File: config.mk
export PLATFORM = sky130hd
export DESIGN_NAME = mem_arbiter
export DESIGN_NICKNAME = d
export VERILOG_FILES = /design/src/rtl/mem_arb_pkg.sv /design/src/rtl/mem_arb_grant.sv /design/src/rtl/mem_arbiter.sv
export SDC_FILE = /design/constraint.sdc
export NUM_CORES = 1
export LEC_CHECK = 0
export BUFFER_PORTS_ARGS = -buffer_cell sky130_fd_sc_hd__buf_2
export CAP_MARGIN = 20
export CORE_MARGIN = 4
export CORE_UTILIZATION = 40
export CTS_CLUSTER_SIZE = 16
export DETAILED_ROUTE_END_ITERATION = 10
export PLACE_DENSITY = 0.76
export SYNTH_ARGS = -nofsm -noshare
export SYNTH_HDL_FRONTEND = slang
export SYNTH_SLANG_ARGS = --single-unit
File: constraint.sdc
create_clock -name clk -period 1.79 [get_ports clk]
set_input_delay 0.179 -clock clk [delete_from_list [all_inputs] [get_ports clk]]
set_output_delay 0.179 -clock clk [all_outputs]
set_load 0.03 [all_outputs]
File: src/rtl/mem_arb_pkg.sv
// Shared types for the instruction/data memory arbiter: FSM states, grant ids
// and transfer-size encodings.
package mem_arb_pkg;

  typedef enum logic [1:0] {
    ST_IDLE = 2'd0,
    ST_ADDR = 2'd1,
    ST_DATA = 2'd2,
    ST_RESP = 2'd3
  } state_t;

  localparam logic GNT_INST = 1'b0;
  localparam logic GNT_DATA = 1'b1;

  localparam logic [1:0] SZ_BYTE = 2'd0;
  localparam logic [1:0] SZ_HALF = 2'd1;
  localparam logic [1:0] SZ_WORD = 2'd2;

endpackage

File: src/rtl/mem_arb_grant.sv
// Grant pick between fetch and data requests. Fixed data-first priority by
// default; `MEM_ARB_RR_EN enables round-robin with a last-grant flop.
module mem_arb_grant
  import mem_arb_pkg::*;
(
  input  logic clk,
  input  logic resetn,
  input  logic i_inst_req,
  input  logic i_data_req,
  input  logic i_gnt_en,
  output logic o_gnt
);

`ifdef MEM_ARB_RR_EN
  logic r_last;

  always_ff @(posedge clk or negedge resetn) begin
    if (!resetn)       r_last <= GNT_INST;
    else if (i_gnt_en) r_last <= o_gnt;
  end

  // On a tie the port that did not win last time goes next.
  always_comb begin
    if (i_inst_req && i_data_req) o_gnt = ~r_last;
    else if (i_inst_req)          o_gnt = GNT_INST;
    else                          o_gnt = GNT_DATA;
  end
`else
  logic w_unused;
  assign w_unused = &{1'b0, clk, resetn, i_gnt_en};

  // MEM holds the older instruction, so data wins any tie.
  assign o_gnt = (i_inst_req && !i_data_req) ? GNT_INST : GNT_DATA;
`endif

endmodule

File: src/rtl/mem_arbiter.sv
// Arbitrates IF and MEM ports onto one SRAM-like bus, one transaction in flight.
// Build option: `MEM_ARB_RR_EN selects round-robin arbitration.
module mem_arbiter
  import mem_arb_pkg::*;
#(
  parameter int AW = 32,
  parameter int DW = 32
) (
  input  logic          clk,
  input  logic          resetn,
  input  logic          inst_req,
  input  logic [AW-1:0] inst_addr,
  output logic [DW-1:0] inst_rdata,
  output logic          inst_ok,
  input  logic          data_req,
  input  logic          data_wr,
  input  logic [1:0]    data_size,
  input  logic [AW-1:0] data_addr,
  input  logic [DW-1:0] data_wdata,
  output logic [DW-1:0] data_rdata,
  output logic          data_ok,
  output logic          bus_req,
  output logic          bus_wr,
  output logic [1:0]    bus_size,
  output logic [AW-1:0] bus_addr,
  output logic [DW-1:0] bus_wdata,
  input  logic          bus_addr_ok,
  input  logic          bus_data_ok,
  input  logic [DW-1:0] bus_rdata,
  output logic          i_stall,
  output logic          d_stall
);

  state_t        r_state, w_next;
  logic          r_gnt, w_gnt;
  logic          w_inst_req, w_data_req, w_start;
  logic          r_bus_wr;
  logic [1:0]    r_bus_size;
  logic [AW-1:0] r_bus_addr;
  logic [DW-1:0] r_bus_wdata;
  logic [DW-1:0] r_rbuf, r_inst_rdata, r_data_rdata;
  logic          r_inst_ok, r_data_ok;

  // A port whose ok pulses this cycle is finished; its req is not a new one.
  assign w_inst_req = inst_req & ~r_inst_ok;
  assign w_data_req = data_req & ~r_data_ok;
  assign w_start    = (r_state == ST_IDLE) & (w_inst_req | w_data_req);

  mem_arb_grant u_grant (
    .clk       (clk),
    .resetn    (resetn),
    .i_inst_req(w_inst_req),
    .i_data_req(w_data_req),
    .i_gnt_en  (w_start),
    .o_gnt     (w_gnt)
  );

  always_ff @(posedge clk or negedge resetn) begin
    if (!resetn) r_state <= ST_IDLE;
    else         r_state <= w_next;
  end

  always_comb begin
    w_next = r_state;
    case (r_state)
      ST_IDLE: if (w_start) w_next = ST_ADDR;
      ST_ADDR: if (bus_addr_ok) w_next = bus_data_ok ? ST_RESP : ST_DATA;
      ST_DATA: if (bus_data_ok) w_next = ST_RESP;
      ST_RESP: w_next = ST_IDLE;
      default: w_next = ST_IDLE;
    endcase
  end

  always_ff @(posedge clk or negedge resetn) begin
    if (!resetn) begin
      r_gnt       <= GNT_DATA;
      r_bus_wr    <= 1'b0;
      r_bus_size  <= 2'd0;
      r_bus_addr  <= '0;
      r_bus_wdata <= '0;
    end else if (w_start) begin
      r_gnt <= w_gnt;
      if (w_gnt == GNT_DATA) begin
        r_bus_wr    <= data_wr;
        r_bus_size  <= data_size;
        r_bus_addr  <= data_addr;
        r_bus_wdata <= data_wdata;
      end else begin
        r_bus_wr    <= 1'b0;
        r_bus_size  <= SZ_WORD;
        r_bus_addr  <= inst_addr;
        r_bus_wdata <= '0;
      end
    end
  end

  // Read data is buffered on entry to RESP and handed to the port one cycle later;
  // ok is dropped if the requester was flushed meanwhile.
  always_ff @(posedge clk or negedge resetn) begin
    if (!resetn) begin
      r_rbuf       <= '0;
      r_inst_rdata <= '0;
      r_data_rdata <= '0;
      r_inst_ok    <= 1'b0;
      r_data_ok    <= 1'b0;
    end else begin
      r_inst_ok <= 1'b0;
      r_data_ok <= 1'b0;
      if (w_next == ST_RESP) r_rbuf <= bus_rdata;
      if (r_state == ST_RESP) begin
        if (r_gnt == GNT_DATA) begin
          r_data_rdata <= r_rbuf;
          r_data_ok    <= data_req;
        end else begin
          r_inst_rdata <= r_rbuf;
          r_inst_ok    <= inst_req;
        end
      end
    end
  end

  assign bus_req    = (r_state == ST_ADDR);
  assign bus_wr     = r_bus_wr;
  assign bus_size   = r_bus_size;
  assign bus_addr   = r_bus_addr;
  assign bus_wdata  = r_bus_wdata;
  assign inst_rdata = r_inst_rdata;
  assign data_rdata = r_data_rdata;
  assign inst_ok    = r_inst_ok;
  assign data_ok    = r_data_ok;
  assign i_stall    = inst_req & ~r_inst_ok;
  assign d_stall    = data_req & ~r_data_ok;

endmodule

==> metrics.md <==
| Metric | Value |
|---|---|
| Final-report max-slew violation count | 0 |
| Die X-Extent | 143 um |
| Core Area | 0.0180 mm2 |
| Clock-pin slew on the worst setup and hold paths | 0.06 ns |
| Relative slew slack | 71.0% |
| Latest clock arrival within the worst-skew pair | 0.42 ns |
| Most used cells in the layout excluding fill and tap cells | sky130_fd_sc_hd__buf_2 (270), sky130_fd_sc_hd__dfrtp_1 (167), sky130_fd_sc_hd__mux2_2 (64) |
| Initial Util | 40.6% |
| Clk root buf | sky130_fd_sc_hd__clkbuf_16 |
| Post-synthesis average cell area | 12.7 um2 |
| Post-route worst setup slack | 0.0797 ns |
| Critical Path Sink Type | primary output |
| Global-route wire length before repair | 32900 um |
| Place WS | 0.160 ns |
| Wire length per cell | 18.9 um |
| Startpoint class of the critical path | flop |
| Total CTS buffers | 17 |
| Number of synthesized flops with an enable pin | 0 |
| Longest Clk Path Bufs | 2 |
| Post-synth design cell area | 0.00730 mm2 |
| Finished Core Util | 55.8% |
| Async S/R FF share, synth | 100% |
| Most frequent standard cell in the layout excluding fill and tap cells | sky130_fd_sc_hd__buf_2 |
| Final count of negative-setup-slack endpoints | 0 |
| Number of antenna diodes | 0 |
| RePlAce Congestion | 0.767 |
| Leakage power | 4.80 nW |
| Critical-path maximum fanout | 7 |
| Top-level I/O count | 273 |
| Vias after detailed routing | 6126 |
| Length of the first detailed-routing pass in iterations | 4 |
| Fin Hold WS | 0.0198 ns |
| CP Class | flop to primary output |
| DRC | 0 |
| Final Hold Vio Count | 0 |
| Starting DRT DRC Count | 322 |
| Fraction of the cycle the final worst path needs | 95.5% |
| Share of cells above drive strength 1 | 48.9% |
| Register area share after synthesis | 57.6% |
| Top achievable clock speed | 0.585 GHz |
| Kind of path behind the tightest hold check | input pin to flop |
| Post-CTS Setup Repair Bufs | 0 |
| Die area | 0.0205 mm2 |
| Worst Max-Slew Pin Slew | 0.434 ns |
| Top_reg_cell synth | sky130_fd_sc_hd__dfrtp_1 |
| Number of max-cap violations | 0 |
| Vertical extent of the die | 143 um |
| Post-detailed-route via-to-cell ratio | 5.51 |
| Number of H-tree levels | 4 |
| Final Net Count | 1006 |
| Worst Path Required | 1.61 ns |
| Total of flip-flops plus latches after synthesis | 168 |
| IO Port Bufs | 272 |
| Largest clock skew in the final design | 0.0159 ns |
| Area of all placed cells without fillers | 0.0100 mm2 |
| Post-place instance area | 0.00903 mm2 |
| Synth-to-layout area growth | 37.3% |
| CTS sink cnt | 168 |
| Dpl hpwl | 13900 um |
| DRT antenna net count | 0 |
| Outcome | finished clean |
| TritonCTS clock tree | done |
| Placement row count | 49 |
| Cells after Synth | 573 |
| Total negative slack for setup checks | 0 ns |
| Routed Wire Length | 21000 um |
| Post-Syn Nets | 710 |
| Number of global-route vias before repair | 6391 |
| Clock period minus worst slack | 1.71 ns |
| Maximum number of pins on one net before global-route repair | 55 |
| Total gr overflow | 0 |
| Count of synthesis-stage warnings from yosys | 0 |
| P per Cell Area | 2020 mW/mm2 |
| Data arrival time at the worst-slack endpoint | 1.53 ns |
| Global-route usage over all layers | 20.1% |
| Antenna violations before repair | 0 |
| RSZ-0062 raised after global routing | false |
| Worst IR drop on VDD | 1120 uV |
| Distinct cells, synth | 28 |
-- sequential cells by signal, indices dropped and copies added, names as in the netlist, 2 cells and up --
register,cells
r_state,2
r_rbuf,32
bus_size,2
bus_addr,32
data_rdata,32
inst_rdata,32
bus_wdata,32
-- synth_stat cells (all sizes together), types with 2 or more instances --
library cell / instances / share of area, %
or4b: 2 / 0.33
o32ai: 64 / 11
inv: 37 / 1.9
a22o: 34 / 4.1
nand3b: 2 / 0.21
a211oi: 32 / 3.3
nand2: 4 / 0.21
mux2: 64 / 9.9
o22ai: 32 / 2.7
nor2: 35 / 1.8
a21oi: 33 / 2.3
dfrtp: 167 / 57
clkbuf: 24 / 1.2
buf: 31 / 2.6
nor2b: 4 / 0.34
-- kinds of logic (layout without fill, tap and decap cells) --
group / after synthesis / count (layout) / synth area share (%)
AO/OA/AOI/OAI: 198 / 198 / 23.5
buffers and inverters: 92 / 401 / 5.69
flip-flops: 168 / 168 / 57.6
multiplexers: 64 / 64 / 9.87
AND/OR/NAND/NOR: 51 / 51 / 3.34
-- what timing repair did --
item,in CTS,in global routing
hold buffers,34,0
gates cloned,0,1
setup endpoints to repair,1,1
gates resized for setup,3,3
endpoints found under the hold margin,73,0
-- final timing paths --
check | from | to | cells after the start | slack (ns)
min in group asynchronous | resetn | inst_rdata[14]$_DFFE_PN0P_ | 2 | 0.25
worst max-delay path | data_ok$_DFF_PN0_ | d_stall | 3 | 0.08
worst min-delay path | data_wdata[30] | bus_wdata[30]$_DFFE_PN0P_ | 2 | 0.02
worst max register to register | r_state[0]$_DFF_PN0_ | bus_wdata[9]$_DFFE_PN0P_ | 5 | 0.14
worst min register to register | r_gnt$_DFFE_PN1P_ | r_gnt$_DFFE_PN1P_ | 2 | 0.48
max in group asynchronous | resetn | r_gnt$_DFFE_PN1P_ | 3 | 0.88
-- per-layer routing --
layer,vias up,track usage [%],part of all wire [%]
met5,-,0,0
met2,292,32.2,48
met1,3040,25.6,40
met4,0,8.05,2.2
met3,33,5.83,10
li1,2761,-,-
-- area by class of cell --
type	instances	area, um2
Tap cell	229	287
Timing Repair Buffer	332	2090
Clock buffer	17	425
Clock inverter	15	185
Multi-Input combinational cell	313	2700
Fill cell	1457	7940
Inverter	37	139
Sequential cell	168	4210
-- worst max-delay path, cell delays in order, from the launching register on --
cell,delay (ns)
sky130_fd_sc_hd__dfrtp_1,0.45
sky130_fd_sc_hd__nor2b_4,0.28
sky130_fd_sc_hd__buf_4,0.20
sky130_fd_sc_hd__buf_2,0.20
-- where the power goes --
part	switching, W	internal [W]	total (W)
Sequential	0.00129	0.00562	0.00692
Clock	0.00166	0.00212	0.00378
Combinational	0.00595	0.00362	0.00958
-- metrics by stage --
| step | power (W) | instances |
|---|---|---|
| after floorplan | 0.0133 | 573 |
| after global placement | 0.0161 | 1044 |
| after detailed placement | 0.0164 | 1044 |
| after CTS | 0.0203 | 1110 |
| after global routing | 0.0214 | 1111 |
| final | 0.0203 | 1111 |
Power figures use the tool's default switching activity.
